**config.mk**
```make
export PLATFORM = sky130hd
export DESIGN_NAME = note_scheduler
export DESIGN_NICKNAME = d
export VERILOG_FILES = /design/src/rtl/note_scheduler.sv
export SDC_FILE = /design/constraint.sdc
export NUM_CORES = 1
export LEC_CHECK = 0
export CAP_MARGIN = 20
export CELL_PAD_IN_SITES_DETAIL_PLACEMENT = 0
export CELL_PAD_IN_SITES_GLOBAL_PLACEMENT = 1
export CORE_MARGIN = 4
export CORE_UTILIZATION = 32
export CTS_BUF_LIST = sky130_fd_sc_hd__clkbuf_4
export DETAILED_ROUTE_END_ITERATION = 6
export HOLD_SLACK_MARGIN = 0.02
export PLACE_DENSITY = 0.81
export SLEW_MARGIN = 15
export SYNTH_ARGS = -nofsm -noshare
export SYNTH_HDL_FRONTEND = slang
export SYNTH_SLANG_ARGS = --single-unit
```
**constraint.sdc**
```tcl
create_clock -name clk -period 3.1 [get_ports clk]
set_input_delay 0.93 -clock clk [delete_from_list [all_inputs] [get_ports clk]]
set_output_delay 0.93 -clock clk [all_outputs]
set_load 0.005 [all_outputs]
```
**src/rtl/note_scheduler.sv**
```systemverilog
// note_scheduler
//   Walks a note-chart ROM in address order and issues each entry once the
//   song clock comes within LOOKAHEAD ticks of the entry's timestamp.
//   An entry whose lane mask is zero marks the end of the chart.
//
// Ports
//   clk          system clock
//   reset_n      synchronous active-low reset; clears every register
//   game_reset   synchronous restart from chart entry 0 (active-high)
//   pause        holds the look-ahead check; a note already offered stays up
//   song_time    current song time in ticks
//   rom_addr     registered chart ROM address
//   rom_data     ROM word {time, lanes}, valid the cycle after rom_addr moves
//   note_valid   issued note on offer
//   note_ready   downstream accepts the offered note
//   note_time    timestamp of the offered note
//   note_lanes   lane mask of the offered note
//   chart_done   end of chart reached (level)
//   notes_issued accepted-note count, saturating at 16'hFFFF
module note_scheduler #(
    parameter int unsigned TIME_W    = 20,
    parameter int unsigned LANES     = 5,
    parameter int unsigned ADDR_W    = 10,
    parameter int unsigned LOOKAHEAD = 2000
) (
    input  logic                    clk,
    input  logic                    reset_n,
    input  logic                    game_reset,
    input  logic                    pause,
    input  logic [TIME_W-1:0]       song_time,
    output logic [ADDR_W-1:0]       rom_addr,
    input  logic [TIME_W+LANES-1:0] rom_data,
    output logic                    note_valid,
    input  logic                    note_ready,
    output logic [TIME_W-1:0]       note_time,
    output logic [LANES-1:0]        note_lanes,
    output logic                    chart_done,
    output logic [15:0]             notes_issued
);

    localparam logic [2:0] FETCH = 3'd0;
    localparam logic [2:0] LATCH = 3'd1;
    localparam logic [2:0] CHECK = 3'd2;
    localparam logic [2:0] EMIT  = 3'd3;
    localparam logic [2:0] DONE  = 3'd4;

    localparam logic [TIME_W:0] LOOK_EXT = (TIME_W + 1)'(LOOKAHEAD);

    logic [2:0]        state;
    logic [ADDR_W-1:0] ptr;
    logic [TIME_W:0]   deadline;
    logic              due;

    // One extra bit keeps song_time + LOOKAHEAD from wrapping near the top
    // of the time range, which would otherwise hide a due note.
    always_comb begin
        deadline = {1'b0, song_time} + LOOK_EXT;
        due      = !pause && ({1'b0, note_time} <= deadline);
    end

    always_ff @(posedge clk) begin
        if (!reset_n) begin
            state        <= FETCH;
            ptr          <= '0;
            rom_addr     <= '0;
            note_valid   <= 1'b0;
            note_time    <= '0;
            note_lanes   <= '0;
            chart_done   <= 1'b0;
            notes_issued <= '0;
        end else if (game_reset) begin
            // Overrides a same-cycle acceptance: the offered note is dropped.
            state        <= FETCH;
            ptr          <= '0;
            note_valid   <= 1'b0;
            chart_done   <= 1'b0;
            notes_issued <= '0;
        end else begin
            case (state)
                FETCH: begin
                    rom_addr <= ptr;
                    state    <= LATCH;
                end
                LATCH: begin
                    note_time  <= rom_data[TIME_W+LANES-1:LANES];
                    note_lanes <= rom_data[LANES-1:0];
                    if (rom_data[LANES-1:0] == '0) begin
                        state      <= DONE;
                        chart_done <= 1'b1;
                    end else begin
                        state <= CHECK;
                    end
                end
                CHECK: begin
                    if (due) begin
                        state      <= EMIT;
                        note_valid <= 1'b1;
                    end
                end
                EMIT: begin
                    if (note_ready) begin
                        note_valid <= 1'b0;
                        ptr        <= ptr + ADDR_W'(1);
                        if (notes_issued != 16'hFFFF) begin
                            notes_issued <= notes_issued + 16'd1;
                        end
                        // Last ROM address consumed without a marker.
                        if (ptr == '1) begin
                            state      <= DONE;
                            chart_done <= 1'b1;
                        end else begin
                            state <= FETCH;
                        end
                    end
                end
                DONE: begin
                    state <= DONE;
                end
                default: begin
                    state <= FETCH;
                end
            endcase
        end
    end

endmodule

```
**After elaboration in Yosys (flattened, before gate mapping)**

Cells that the tools add are included.

- Logic and storage cells: 50
- Input port bits: 50
- Register bits: 66
- Output and inout port bits: 53

- $add $sub $neg: 3
- Equality and inequality tests: 10
- Bitwise operators: 2
- Magnitude comparators: 1
- Reduce and logical (&&, ||, !) cells: 14
- Muxes and demuxes: 12

Operator list:

| cell | number |
|---|---|
| adder 20 x 11 -> 21 bit, second input constant | 1 |
| less-or-equal comparator 20 x 21 -> 1 bit | 1 |
| adder 16 x 1 -> 16 bit, second input constant | 1 |
| != test 16 bit, second input constant | 1 |
| one-hot mux 3 bit (5 select lines) | 1 |
| 2-to-1 mux 3 bit | 4 |
| adder 10 x 1 -> 10 bit, second input constant | 1 |
| equality test 10 bit, second input constant | 1 |
| != test 2 bit, second input constant | 4 |
| AND reduction 2 bit | 4 |
| equality test 3 x 2 -> 1 bit, second input constant | 2 |
| AND reduction 3 bit | 2 |
| logical NOT 5 bit | 1 |
| 2-to-1 mux 1 bit | 5 |
| one-hot mux 1 bit (2 select lines) | 2 |
| AND reduction 4 bit | 1 |
| nonzero test 2 bit | 2 |
| equality test 3 x 1 -> 1 bit, second input constant | 1 |
| equality test 3 bit, second input constant | 1 |
| logical NOT 3 bit | 1 |
| NOT 1 bit | 2 |
| OR reduction 2 bit | 1 |
| logical AND 1 bit | 1 |
| logical NOT 1 bit | 1 |

**Depth between registers and ports, before layout**

Gate-level depths: netlist of the first run.

- Depth after elaboration: 5
- Depth in mapped cells: 11
- Depth with buffers taken out: 11

**Worst setup path before layout of the first run**

No wires, ideal clock.

- Path kind: in2reg
- Start: in song_time[6]
- End: reg state[0]
- Setup time: 70 ps
- Data arrival time: 3124 ps
- Path buffers: 0
- Path slack: -94 ps
- Stages on the path: 11
- Required time: 3030 ps
- Path through: or4_4 a211o_2 nand2_1 nor2_1 xnor2_1 ha_1 nand3_1 nor4_1 a2bb2o_4 nor3_2 a21oi_1

- Word-level cells in the longest chain between the ends: 5

Ends and longest elaborated chain:

| what | RTL line | text |
|---|---|---|
| from (decl) | 30 | `input logic [TIME_W-1:0] song_time,` |
| adder 20 x 11 -> 21 bit | 57 | `deadline = {1'b0, song_time} + LOOK_EXT;` |
| less-or-equal comparator 20 x 21 -> 1 bit | 58 | `due = !pause && ({1'b0, note_time} <= deadline);` |
| logical AND 1 bit | 58 |  |
| != test 2 bit (no source line) | -- |  |
| AND reduction 2 bit (no source line) | -- |  |
| to (signal assigned) | 63 | `state <= FETCH;` |
| to (signal assigned) | 73 | `state <= FETCH;` |
| to (signal assigned) | 82 | `state <= LATCH;` |
| to (decl) | 49 | `logic [2:0] state;` |

No other way between the ends.
A chain may end at the register's enable or synchronous reset.

**Worst setup path after layout of the first run**

- Start: in song_time[8]
- End: reg state[0]

Same word-level chain as after synthesis.

==> results.toml, run 1 <==
[yosys]
synth_area_leader_cell = "dfxtp_1"
synth_warnings = 0
synth_top_area_frac = 0.3747
synth.distinct_cells = 46
synthTopCellsByArea = "dfxtp_1, ha_1, nand2_1, a21boi_0, xor2_1"
synth_nets = 488
synth_edf_count = 0
synthArstFlopShare = 0
ys_seq_area_frac = 0.3747
syn_area_um2 = 3526
avgSynthCellArea_um2 = 8.496
synthFlopType = "dfxtp_1"
ys_ff_latch = 66
syn_inst = 415

[worst_setup_path]
worstPathMaxFanout = 4
crit_family = "simple AND/OR/NAND/NOR gates"
arrival_ns = 3.40
cp_num_buf_inv = 2
r2r-end = "notes_issued[12]"
rr_worst_depth = 4
max_stage_delay_ns = 0.57
worstSetupPathType = "primary input to flip-flop"
critPathCaptureType = "flip-flop"
cp_slowest_cell = "or4_4"
crit_path_frequent_cell = "buf_6"
cp-start-kind = "primary input"
crit_path_cell_trace = "buf_6 > or4_4 > a211o_4 > nand3_2 > xor2_1 > ha_1 > nand4_1 > buf_6 > nor4_4 > a2bb2o_4 > nor3_4 > a21oi_1"
required_ns = 3.45
reg2reg_slack_ns = 1.18
reg2reg_from = "state[1]"

[placement]
dp.cells = 671
place_area_um2 = 4893
dp_slack_ns = -0.6670
hpwl_um = 7481
gp_congestion = 0.8617
io_buffers = 102

[floorplan]
start_util = 0.3267
die_y_um = 113.0
coreArea_um2 = 10790
ios = 103
row_count = 38
die_area_um2 = 12760
die_x_um = 113.0

[power_and_ir_drop]
power_switching_share = 0.2497
p_leak_nw = 1.955
power.switching_mw = 0.4476
pwr-share-comb = 0.151
finalPower_mw = 1.793
p_clk_frac = 0.362
power.density_nw_per_um2 = 346.1
power_frac_seq = 0.486
peakVddDrop_mv = 0.1533
p_int_mw = 1.345

[sta]
finalSetupTns_ns = 0
setup_viol = 0
finalCriticalPeriod_ns = 3.044
hold_viol_final = 0
max_freq_ghz = 0.3285
setup_slack_ns = 0.05587
fin_crit_sh = 0.9820
finClkSkew_ns = 0.01748
grt_setup_unrepaired = "yes"
report.final.slew_viol_count = 0
relSlewSlack = 0.7268
tightest_slew_ns = 0.4092

[clock_network]
clockRootBuffer = "clkbuf_4"
h-tree-depth = 3
cts_tree = "yes"
cts.sink_count = 66
cts.path.max_buffers = 2
clock_latency_ns = 0.42
clkTransAtPathRegs_ns = 0.11
cts-buffers-inserted = 9

[hold_path]
hold_start = "note_lanes[2]"
hold_path_depth = 2
holdPathEnd = "note_lanes[2]"
hp-class = "flip-flop to flip-flop"

[layout]
drive_above_1_share = 0.1336
multiInputGateArea_um2 = 2207
regArea_um2 = 1321
fin_area_um2 = 5180
final_nets = 622
fillers = 1053
num_antenna_cells = 0
syn_to_final_growth_pct = 46.91
stdcell_count = 694

[detailed_routing]
vias = 3408
ant_nets = 0
dr.pass1.iters = 4
detail_route.vias_per_cell = 4.911
routedWlPerCell_um = 14.13
drt-total-wl_um = 9803
drt_iter0_markers = 168
post-route-drc-count = 0

[grt]
overflow = 0
grt_pass1_vias = 3590
grt_pass1_wl_um = 16880
grt_max_degree = 37
grt_usage = 0.1615
grt_antenna_before_repair = 0

[outcome]
outcome = "completed"

[flow_run]
max-cap-violations = 0
-- cells in the mapped netlist, types with 6 or more instances --
cell / n
a21boi_0: 20
a21oi_1: 16
and3_1: 7
clkbuf_1: 10
dfxtp_1: 66
ha_1: 23
inv_1: 9
mux2i_1: 12
nand2_1: 75
nand3_1: 17
nand4_1: 9
nor2_1: 29
nor2b_1: 11
nor3_1: 7
nor4_1: 6
o21ai_0: 9
or4_1: 6
xnor2_1: 13
xor2_1: 17
-- layer usage --
metal,global-route usage,wire [um]
met1,0.2026,4470
met2,0.2686,4678
met3,0.04064,518
met4,0.05849,136
met5,0,0
-- power by group through the flow --
stage                     clock [mW]  sequential [mW]  combinational (mW)
after floorplan                    0            0.888               0.108
after global placement             0            0.892               0.250
after detailed placement           0            0.892               0.255
after CTS                      0.676            0.873               0.262
after global routing           0.712            0.875               0.301
final                          0.650            0.872               0.271
-- placed cells by master (no fill, tap or decap), types with 5 or more instances in the layout --
cell             count
clkdlybuf4s50_1     96
nand2_1             74
dfxtp_1             66
buf_4               35
nor2_1              29
ha_1                22
a21boi_0            20
xor2_1              17
a21oi_1             16
nand3_1             15
xnor2_1             13
mux2i_1             12
nor2b_1             11
clkbuf_4            10
inv_1                9
nand4_1              9
o21ai_0              8
nor3_1               6
and3_1               6
or4_1                6
nand2b_1             5
a21boi_1             5
-- sequential cells by signal, indices dropped and copies added, names as in the netlist --
name / cells
note_lanes: 5
chart_done: 1
ptr: 10
rom_addr: 10
notes_issued: 16
note_time: 20
note_valid: 1
state: 3
-- cells by family after synthesis --
group,synth area share
compound gates,0.1483
xor+xnor,0.07452
fa+ha+maj,0.08162
buf+inv,0.02768
flops,0.3747
mux,0.03407
simple gates,0.2590
-- cell type report --
type / instances / area share
multi-input cells: 325 / 0.4261
flip-flops and latches: 66 / 0.2551
repair buffers: 138 / 0.2483
well taps: 140 / 0.03382
clock inverters: 6 / 0.01570
clock buffers: 10 / 0.01449
inverters: 9 / 0.006522
-- worst register-to-register path: stages (launching register included) --
cell     delay (ns)
dfxtp_1        0.59
and4b_1        0.40
nand4_1        0.28
or4_1          0.54
nand2_1        0.07
-- how the worst max path moves through the flow --
stage                             from       end  cells past startpoint  slack [ns]
after floorplan           song_time[6]  state[0]                     11       0.007
after global placement    song_time[6]  state[0]                     11       -0.54
after detailed placement  song_time[6]  state[0]                     11       -0.67
after CTS                 song_time[9]  state[0]                     11        0.03
after global routing      song_time[8]  state[0]                     12       -0.05
final                     song_time[8]  state[0]                     12        0.06
-- through the flow --
step	utilization	hold WS (ns)
6_report	0.4799	0.4674
5_1_grt	0.4799	0.5012
4_1_cts	0.4718	0.4702
3_5_place_dp	0.4534	0.4499
3_3_place_gp	0.4534	0.4492
2_1_floorplan	-	0.4514
-- timing repair --
action / CTS / global route
pin swaps: 13 / 19
endpoints found under the setup margin: 2 / 2
resized for setup: 11 / 20
hold buffers: 0 / 0
setup buffers: 2 / 5
(Power assumes the default switching activity.)
==> inputs of run 2 (changes only) <==
==> constraint.sdc (replaced) <==
create_clock -name clk -period 3.1 [get_ports clk]
set_input_delay 0.93 -clock clk [delete_from_list [all_inputs] [get_ports clk]]
set_output_delay 0.93 -clock clk [all_outputs]
set_load 0.02 [all_outputs]
==> results of run 2 <==
The final DEF is identical to that of run 1. Status: completed.
Among the figures that moved: total power 1.793 mW -> 1.805 mW; worst IR drop on VDD 0.1533 mV -> 0.1534 mV
